--- config.mk ---
export PLATFORM = sky130hd
export DESIGN_NAME = tjmono2_rx_filter
export DESIGN_NICKNAME = d
export VERILOG_FILES = /design/src/rtl/tjmono2_pkg.sv /design/src/rtl/tjmono2_fwft_buf.sv /design/src/rtl/tjmono2_rx_filter.sv
export SDC_FILE = /design/constraint.sdc
export NUM_CORES = 1
export LEC_CHECK = 0
export ABC_AREA = 1
export CAP_MARGIN = 0
export CORE_MARGIN = 2
export CORE_UTILIZATION = 45
export DETAILED_ROUTE_END_ITERATION = 10
export GPL_ROUTABILITY_DRIVEN = 0
export GPL_TIMING_DRIVEN = 0
export PLACE_DENSITY = 0.79
export RECOVER_POWER = 50
export SYNTH_ARGS = -nofsm -noshare
export SYNTH_HDL_FRONTEND = slang
export SYNTH_SLANG_ARGS = --single-unit
--- constraint.sdc ---
create_clock -name FIFO_CLK -period 4.21 [get_ports FIFO_CLK]
set_input_delay 0.842 -clock FIFO_CLK [delete_from_list [all_inputs] [get_ports FIFO_CLK]]
set_output_delay 0.842 -clock FIFO_CLK [all_outputs]
set_load 0.01 [all_outputs]
--- src/rtl/tjmono2_pkg.sv ---
// Shared definitions for the tjmono2 receive path: word layout, FSM encoding
// and the empty-record test used by the filter.
package tjmono2_pkg;

  localparam int ID_W      = 4;
  localparam int PAYLOAD_W = 28;
  localparam int WORD_W    = ID_W + PAYLOAD_W;

  typedef enum logic [1:0] {
    ST_IDLE    = 2'd0,
    ST_READ    = 2'd1,
    ST_CAPTURE = 2'd2
  } rx_state_e;

  // The identifier nibble never takes part in the match, only the payload.
  function automatic logic isEmptyRecord(input logic [WORD_W-1:0]    word,
                                         input logic [PAYLOAD_W-1:0] pattern,
                                         input logic                 enable);
    return enable && (word[PAYLOAD_W-1:0] == pattern);
  endfunction

endpackage

--- src/rtl/tjmono2_fwft_buf.sv ---
// First-word-fall-through buffer of 2**DEPTH_LOG2 words: the head word is
// always presented on o_data and a pop simply advances the read pointer.
module tjmono2_fwft_buf #(
  parameter int DEPTH_LOG2 = 2,
  parameter int WIDTH      = 32
) (
  input  logic                  clk,
  input  logic                  rst_n,
  input  logic                  i_push,
  input  logic [WIDTH-1:0]      i_data,
  input  logic                  i_pop,
  output logic                  o_empty,
  output logic [WIDTH-1:0]      o_data,
  output logic [DEPTH_LOG2:0]   o_count
);

  localparam int                DEPTH   = 1 << DEPTH_LOG2;
  localparam logic [DEPTH_LOG2:0] LP_FULL = (DEPTH_LOG2 + 1)'(DEPTH);

  logic [WIDTH-1:0]      r_mem [DEPTH];
  logic [DEPTH_LOG2-1:0] r_wrPtr;
  logic [DEPTH_LOG2-1:0] r_rdPtr;
  logic [DEPTH_LOG2:0]   r_count;
  logic                  w_push;
  logic                  w_pop;

  assign w_push = i_push && (r_count != LP_FULL);
  assign w_pop  = i_pop && (r_count != '0);

  always_ff @(posedge clk) begin
    if (w_push) begin
      r_mem[r_wrPtr] <= i_data;
    end
  end

  always_ff @(posedge clk or negedge rst_n) begin
    if (!rst_n) begin
      r_wrPtr <= '0;
      r_rdPtr <= '0;
      r_count <= '0;
    end else begin
      if (w_push) begin
        r_wrPtr <= r_wrPtr + 1'b1;
      end
      if (w_pop) begin
        r_rdPtr <= r_rdPtr + 1'b1;
      end
      case ({w_push, w_pop})
        2'b10:   r_count <= r_count + 1'b1;
        2'b01:   r_count <= r_count - 1'b1;
        default: r_count <= r_count;
      endcase
    end
  end

  // Storage is not reset, so the head is masked to zero while nothing is held.
  assign o_empty = (r_count == '0);
  assign o_data  = o_empty ? '0 : r_mem[r_rdPtr];
  assign o_count = r_count;

endmodule

--- src/rtl/tjmono2_rx_filter.sv ---
// Pulls words from an upstream rx FIFO, optionally drops empty records, and
// buffers the rest for a FWFT consumer. Define TJMONO2_RX_FILTER_CNT_EN to
// build the dropped-word counter; otherwise DROP_CNT reads as zero.
module tjmono2_rx_filter
  import tjmono2_pkg::*;
#(
  parameter int DEPTH_LOG2 = 2,
  parameter int CNT_WIDTH  = 16
) (
  input  logic                  FIFO_CLK,
  input  logic                  FIFO_RST_N,
  input  logic                  IN_EMPTY,
  output logic                  IN_READ,
  input  logic [WORD_W-1:0]     IN_DATA,
  input  logic                  EN_FILTER,
  input  logic [PAYLOAD_W-1:0]  EMPTY_PATTERN,
  input  logic                  OUT_READ,
  output logic                  OUT_EMPTY,
  output logic [WORD_W-1:0]     OUT_DATA,
  input  logic                  CLR_CNT,
  output logic [CNT_WIDTH-1:0]  DROP_CNT
);

  localparam logic [DEPTH_LOG2:0] LP_DEPTH = (DEPTH_LOG2 + 1)'(1 << DEPTH_LOG2);
  localparam logic [DEPTH_LOG2:0] LP_ONE   = (DEPTH_LOG2 + 1)'(1);
  localparam logic [DEPTH_LOG2:0] LP_TWO   = (DEPTH_LOG2 + 1)'(2);

  rx_state_e           r_state;
  rx_state_e           w_nextState;
  logic                w_capture;
  logic                w_drop;
  logic                w_push;
  logic [DEPTH_LOG2:0] w_count;
  logic [DEPTH_LOG2:0] w_free;

  // Free space ignores any pop in the same cycle, so it can only under-estimate.
  assign w_free = LP_DEPTH - w_count;

  always_ff @(posedge FIFO_CLK or negedge FIFO_RST_N) begin
    if (!FIFO_RST_N) begin
      r_state <= ST_IDLE;
    end else begin
      r_state <= w_nextState;
    end
  end

  always_comb begin
    w_nextState = r_state;
    IN_READ     = 1'b0;
    w_capture   = 1'b0;
    case (r_state)
      ST_IDLE: begin
        if (!IN_EMPTY && (w_free >= LP_ONE)) begin
          w_nextState = ST_READ;
        end
      end
      ST_READ: begin
        IN_READ     = 1'b1;
        w_nextState = ST_CAPTURE;
      end
      ST_CAPTURE: begin
        w_capture = 1'b1;
        // Back-to-back only if a slot remains beyond the word landing now.
        if (!IN_EMPTY && (w_free >= LP_TWO)) begin
          w_nextState = ST_READ;
        end else begin
          w_nextState = ST_IDLE;
        end
      end
      default: w_nextState = ST_IDLE;
    endcase
  end

  assign w_drop = w_capture && isEmptyRecord(IN_DATA, EMPTY_PATTERN, EN_FILTER);
  assign w_push = w_capture && !w_drop;

  tjmono2_fwft_buf #(
    .DEPTH_LOG2 (DEPTH_LOG2),
    .WIDTH      (WORD_W)
  ) u_buf (
    .clk     (FIFO_CLK),
    .rst_n   (FIFO_RST_N),
    .i_push  (w_push),
    .i_data  (IN_DATA),
    .i_pop   (OUT_READ),
    .o_empty (OUT_EMPTY),
    .o_data  (OUT_DATA),
    .o_count (w_count)
  );

`ifdef TJMONO2_RX_FILTER_CNT_EN
  logic [CNT_WIDTH-1:0] r_dropCnt;

  // Clear beats a same-cycle drop; the count sticks at all-ones.
  always_ff @(posedge FIFO_CLK or negedge FIFO_RST_N) begin
    if (!FIFO_RST_N) begin
      r_dropCnt <= '0;
    end else if (CLR_CNT) begin
      r_dropCnt <= '0;
    end else if (w_drop && (r_dropCnt != '1)) begin
      r_dropCnt <= r_dropCnt + 1'b1;
    end
  end

  assign DROP_CNT = r_dropCnt;
`else
  logic w_unusedClr;

  assign w_unusedClr = CLR_CNT;
  assign DROP_CNT    = '0;
`endif

endmodule

==> summary by stage <==
Status
The run finished with clean final reports.

Global routing
The global route total overflow is 0. The first-pass GRT wire length is 22.60 mm. The number of global-route vias before repair is ~4,600. Entering global routing, the biggest net connects 29 pins. The overall routing resource usage is about a fifth. The number of antenna violations at the first check in global routing was 0.

Power and ir drop
The switching fraction of total power is 35.67%. The cell leakage power is 3.216 nW. The total power consumption of the routed design is 5.477 mW. In this run, flip-flops and latches consume 32.6% of the power.

The internal portion of the total power is 3.523 mW. The maximum resistive drop on vdd is approximately 0.00035 V. The ratio of total power to cell area is 672.7 nW/um^2. The part of the total power dissipated in the clock network is 25.8%. In this run, the combinational gates consume 41.7% of the power. In this run the power spent charging and discharging nets is just under 2 mW.

Routing
The routed layout has 4,629 vias. The detailed router finished its first iteration with around 430 violations. The first detailed-routing pass took 5 iterations. Once detail routing completed, the nets flagged for antenna violations numbered 0. The total length of routed wires is 14.32 mm. In the routed layout, each cell is associated on average with a via count of ~5. The post-detailed-route DRC marker count is 0. The average routed wire per standard cell is 15.46 microns.

Timing
The worst path in the final design needs a cycle of 3.838 ns, including I/O delays and setup. On the final layout, the worst clock skew is just over 0.006 ns. At the pin with the least slew margin, the transition time is 0.9073 ns. On the final layout, the worst hold slack is ~0.5 ns. Setup repair after global routing left no endpoint under its margin. The maximum operating frequency is 0.2606 GHz. After layout, the worst path uses 91.16% of the clock period. The worst pin sits at a relative slew slack of 39.29%. Setup violations remaining at the end of the flow were counted as 0.

The number of max-slew violations in the final report was 0. The number of hold violations in the final report came to 0.

Die
After floorplanning, the core was sized to cover around 13,000 sq um. The die outline area is roughly 15,000 sq um. 116 I/O pins were placed. Measured along the y axis, the die boundary spans 121.5 microns. The number of cell rows is 42. The x dimension of the die is ~120 microns. The initial cell density of the core is 46.54%.

Clock tree
TritonCTS built the clock tree. In this run, post-CTS hold repair placed 0 buffers. Counting the buffers created by CTS gives 17. The clock net in this run drives a total of 137 sinks. For the worst-skew pair, the clock arrives at the later sink with an insertion delay of ~0.4 ns. The H-tree depth is 4. The clock tree root buffer cell is sky130_fd_sc_hd__clkbuf_16. In this run, post-CTS repair resized a total of 0 instances. The maximum count of clock buffers along a single path is 2. The number of setup buffers added after CTS is 0.

After clock tree synthesis, the clock-pin slew on the worst setup and hold paths is 0.06 ns.

Logic synthesis
The count of yosys warnings during synthesis is 0. The number of unique standard cell types used by synthesis is 25. sky130_fd_sc_hd__edfxtp_1 takes more of the synthesized area than any other cell.

In this run, synthesis produced a sequential element count of roughly 140. After synthesis, the largest area contributor takes up approximately 62% of total cell area. The synthesized area per cell is a little over 10 sq um. The post-synthesis cell area is 6212 sq um. Yosys attributes the largest share of cell area to sky130_fd_sc_hd__edfxtp_1 62%, sky130_fd_sc_hd__nor2_1 9.1%, sky130_fd_sc_hd__nand2_1 4.5%, sky130_fd_sc_hd__inv_1 3.8%, sky130_fd_sc_hd__dfrtp_1 3.6%. The sequential fraction of the synthesis area is 65.50%. The number of instances in the synthesized netlist is 601.

Hold path
The worst hold-check path type is flop to flop.

Setup path
Of all nets on the critical path, the largest fanout is 10. For the worst setup path, the data arrival time is 3.00 ns. By startpoint and endpoint, the worst setup path is classified as flop to output pin.

The sort of element at the end of the critical path is an output pin. STA classifies the critical path startpoint as a flop. The critical path required time is roughly 3.4 ns.

Layout
The area growth from synthesis to layout is 31.06%. The number of diodes added for antenna fixing is 0. The layout net count is 814.

The fraction of layout instances using a drive strength above 1 is 8.800%.

Placed design
The placed wire-length estimate after detailed placement is about 9.5 mm. The quantity of I/O buffers inserted on ports is 98.

Run
The number of maximum-capacitance violations is 0.
[flip-flops by register name (all words and copies together), names as in the netlist]
name	cells
u_buf.o_count	3
u_buf.r_mem	128
r_state	2
u_buf.r_rdPtr	2
u_buf.r_wrPtr	2
[cell type report]
class | count | area, sq um
plain buffers | 40 | 244.0
well taps | 176 | 220.2
repair buffers | 102 | 1076
multi-input cells | 375 | 1723
clock buffers | 17 | 425.4
fillers | 1069 | 5206
flip-flops and latches | 137 | 4069
clock inverters | 15 | 143.9
inverters | 64 | 240.2
[cell usage after synthesis]
| master | count |
|---|---|
| sky130_fd_sc_hd__nor3_1 | 1 |
| sky130_fd_sc_hd__dfrtp_1 | 9 |
| sky130_fd_sc_hd__buf_6 | 2 |
| sky130_fd_sc_hd__o21ai_1 | 35 |
| sky130_fd_sc_hd__ha_1 | 10 |
| sky130_fd_sc_hd__nand3_1 | 4 |
| sky130_fd_sc_hd__a21boi_1 | 1 |
| sky130_fd_sc_hd__nand2_2 | 1 |
| sky130_fd_sc_hd__fa_1 | 1 |
| sky130_fd_sc_hd__xor2_1 | 5 |
| sky130_fd_sc_hd__edfxtp_1 | 128 |
| sky130_fd_sc_hd__inv_2 | 1 |
| sky130_fd_sc_hd__a21oi_1 | 33 |
| sky130_fd_sc_hd__buf_4 | 19 |
| sky130_fd_sc_hd__nand2_1 | 75 |
| sky130_fd_sc_hd__o21ai_0 | 34 |
| sky130_fd_sc_hd__o22ai_1 | 1 |
| sky130_fd_sc_hd__clkbuf_1 | 13 |
| sky130_fd_sc_hd__o211ai_1 | 1 |
| sky130_fd_sc_hd__xnor2_1 | 5 |
| sky130_fd_sc_hd__nand2_4 | 1 |
| sky130_fd_sc_hd__buf_2 | 6 |
| sky130_fd_sc_hd__inv_1 | 63 |
| sky130_fd_sc_hd__nor2_1 | 151 |
| sky130_fd_sc_hd__conb_1 | 1 |
[worst max-delay path: stages (launching register included)]
cell and delay [ns]:
sky130_fd_sc_hd__dfrtp_1 0.42, sky130_fd_sc_hd__inv_1 0.15, sky130_fd_sc_hd__ha_1 0.21, sky130_fd_sc_hd__ha_1 0.20, sky130_fd_sc_hd__clkbuf_1 0.32, sky130_fd_sc_hd__clkbuf_1 0.55, sky130_fd_sc_hd__a21oi_1 0.19, sky130_fd_sc_hd__clkdlybuf4s50_1 0.53
[cells in the final DEF (no fill, tap or decap), types with 5 or more instances in the layout]
master                            instances
sky130_fd_sc_hd__clkdlybuf4s50_1         64
sky130_fd_sc_hd__conb_1                  16
sky130_fd_sc_hd__edfxtp_1               128
sky130_fd_sc_hd__clkbuf_16               17
sky130_fd_sc_hd__a21oi_1                 33
sky130_fd_sc_hd__inv_1                   63
sky130_fd_sc_hd__nand2_1                 76
sky130_fd_sc_hd__xnor2_1                  5
sky130_fd_sc_hd__dfrtp_1                  9
sky130_fd_sc_hd__o21ai_0                 34
sky130_fd_sc_hd__o21ai_1                 35
sky130_fd_sc_hd__ha_1                    10
sky130_fd_sc_hd__dlygate4sd3_1           34
sky130_fd_sc_hd__clkbuf_1                13
sky130_fd_sc_hd__xor2_1                   5
sky130_fd_sc_hd__buf_2                    6
sky130_fd_sc_hd__buf_4                   19
sky130_fd_sc_hd__nor2_1                 149
[power by group through the flow]
stage / sequential, mW / clock, mW / combinational [mW]
2_1_floorplan: 1.80 / 0 / 1.23
3_3_place_gp: 1.81 / 0 / 2.17
3_5_place_dp: 1.81 / 0 / 2.30
4_1_cts: 1.78 / 1.42 / 2.32
5_1_grt: 1.80 / 1.48 / 2.51
6_report: 1.78 / 1.41 / 2.28
[through the flow]
stage	setup TNS, ns	instances	utilization (%)	worst slack [ns]	area [sq um]
3_5_place_dp	0	894	56.90	0.6489	7595
3_3_place_gp	-100.58	890	55.96	-0.7960	7470
6_report	0	926	61.00	0.3720	8142
2_1_floorplan	0	616	-	1.084	6269
5_1_grt	0	926	61.00	0.2303	8142
4_1_cts	0	926	61.16	0.3644	8164
[final timing paths]
path	startpoint	to	slack [ns]	depth (start not counted)
min in group asynchronous	FIFO_RST_N	u_buf.r_wrPtr[0]	0.84	1
worst min-delay path	r_state[1]	r_state[1]	0.51	1
worst max-delay path	u_buf.o_count[0]	OUT_DATA[16]	0.37	7
max in group asynchronous	FIFO_RST_N	r_state[0]	3.02	1
worst max register to register	u_buf.o_count[0]	u_buf.r_mem[3][29]	1.41	7
worst min register to register	r_state[1]	r_state[1]	0.51	1
[kinds of logic after synthesis]
| family | share of synthesized area [%] |
|---|---|
| compound gates | 8.560 |
| xor+xnor | 1.410 |
| fa+ha+maj | 2.336 |
| buf+inv | 7.795 |
| flops | 65.50 |
| other cells | 0.06037 |
| simple gates | 14.34 |
[layer usage]
layer	GRT usage, %	up-vias	routed length [microns]
met5	0	-	0
met3	5.028	26	1209
met2	34.30	240	7160
met4	7.615	0	250
li1	-	2230	-
met1	25.50	2133	5694
(Power assumes the default switching activity.)
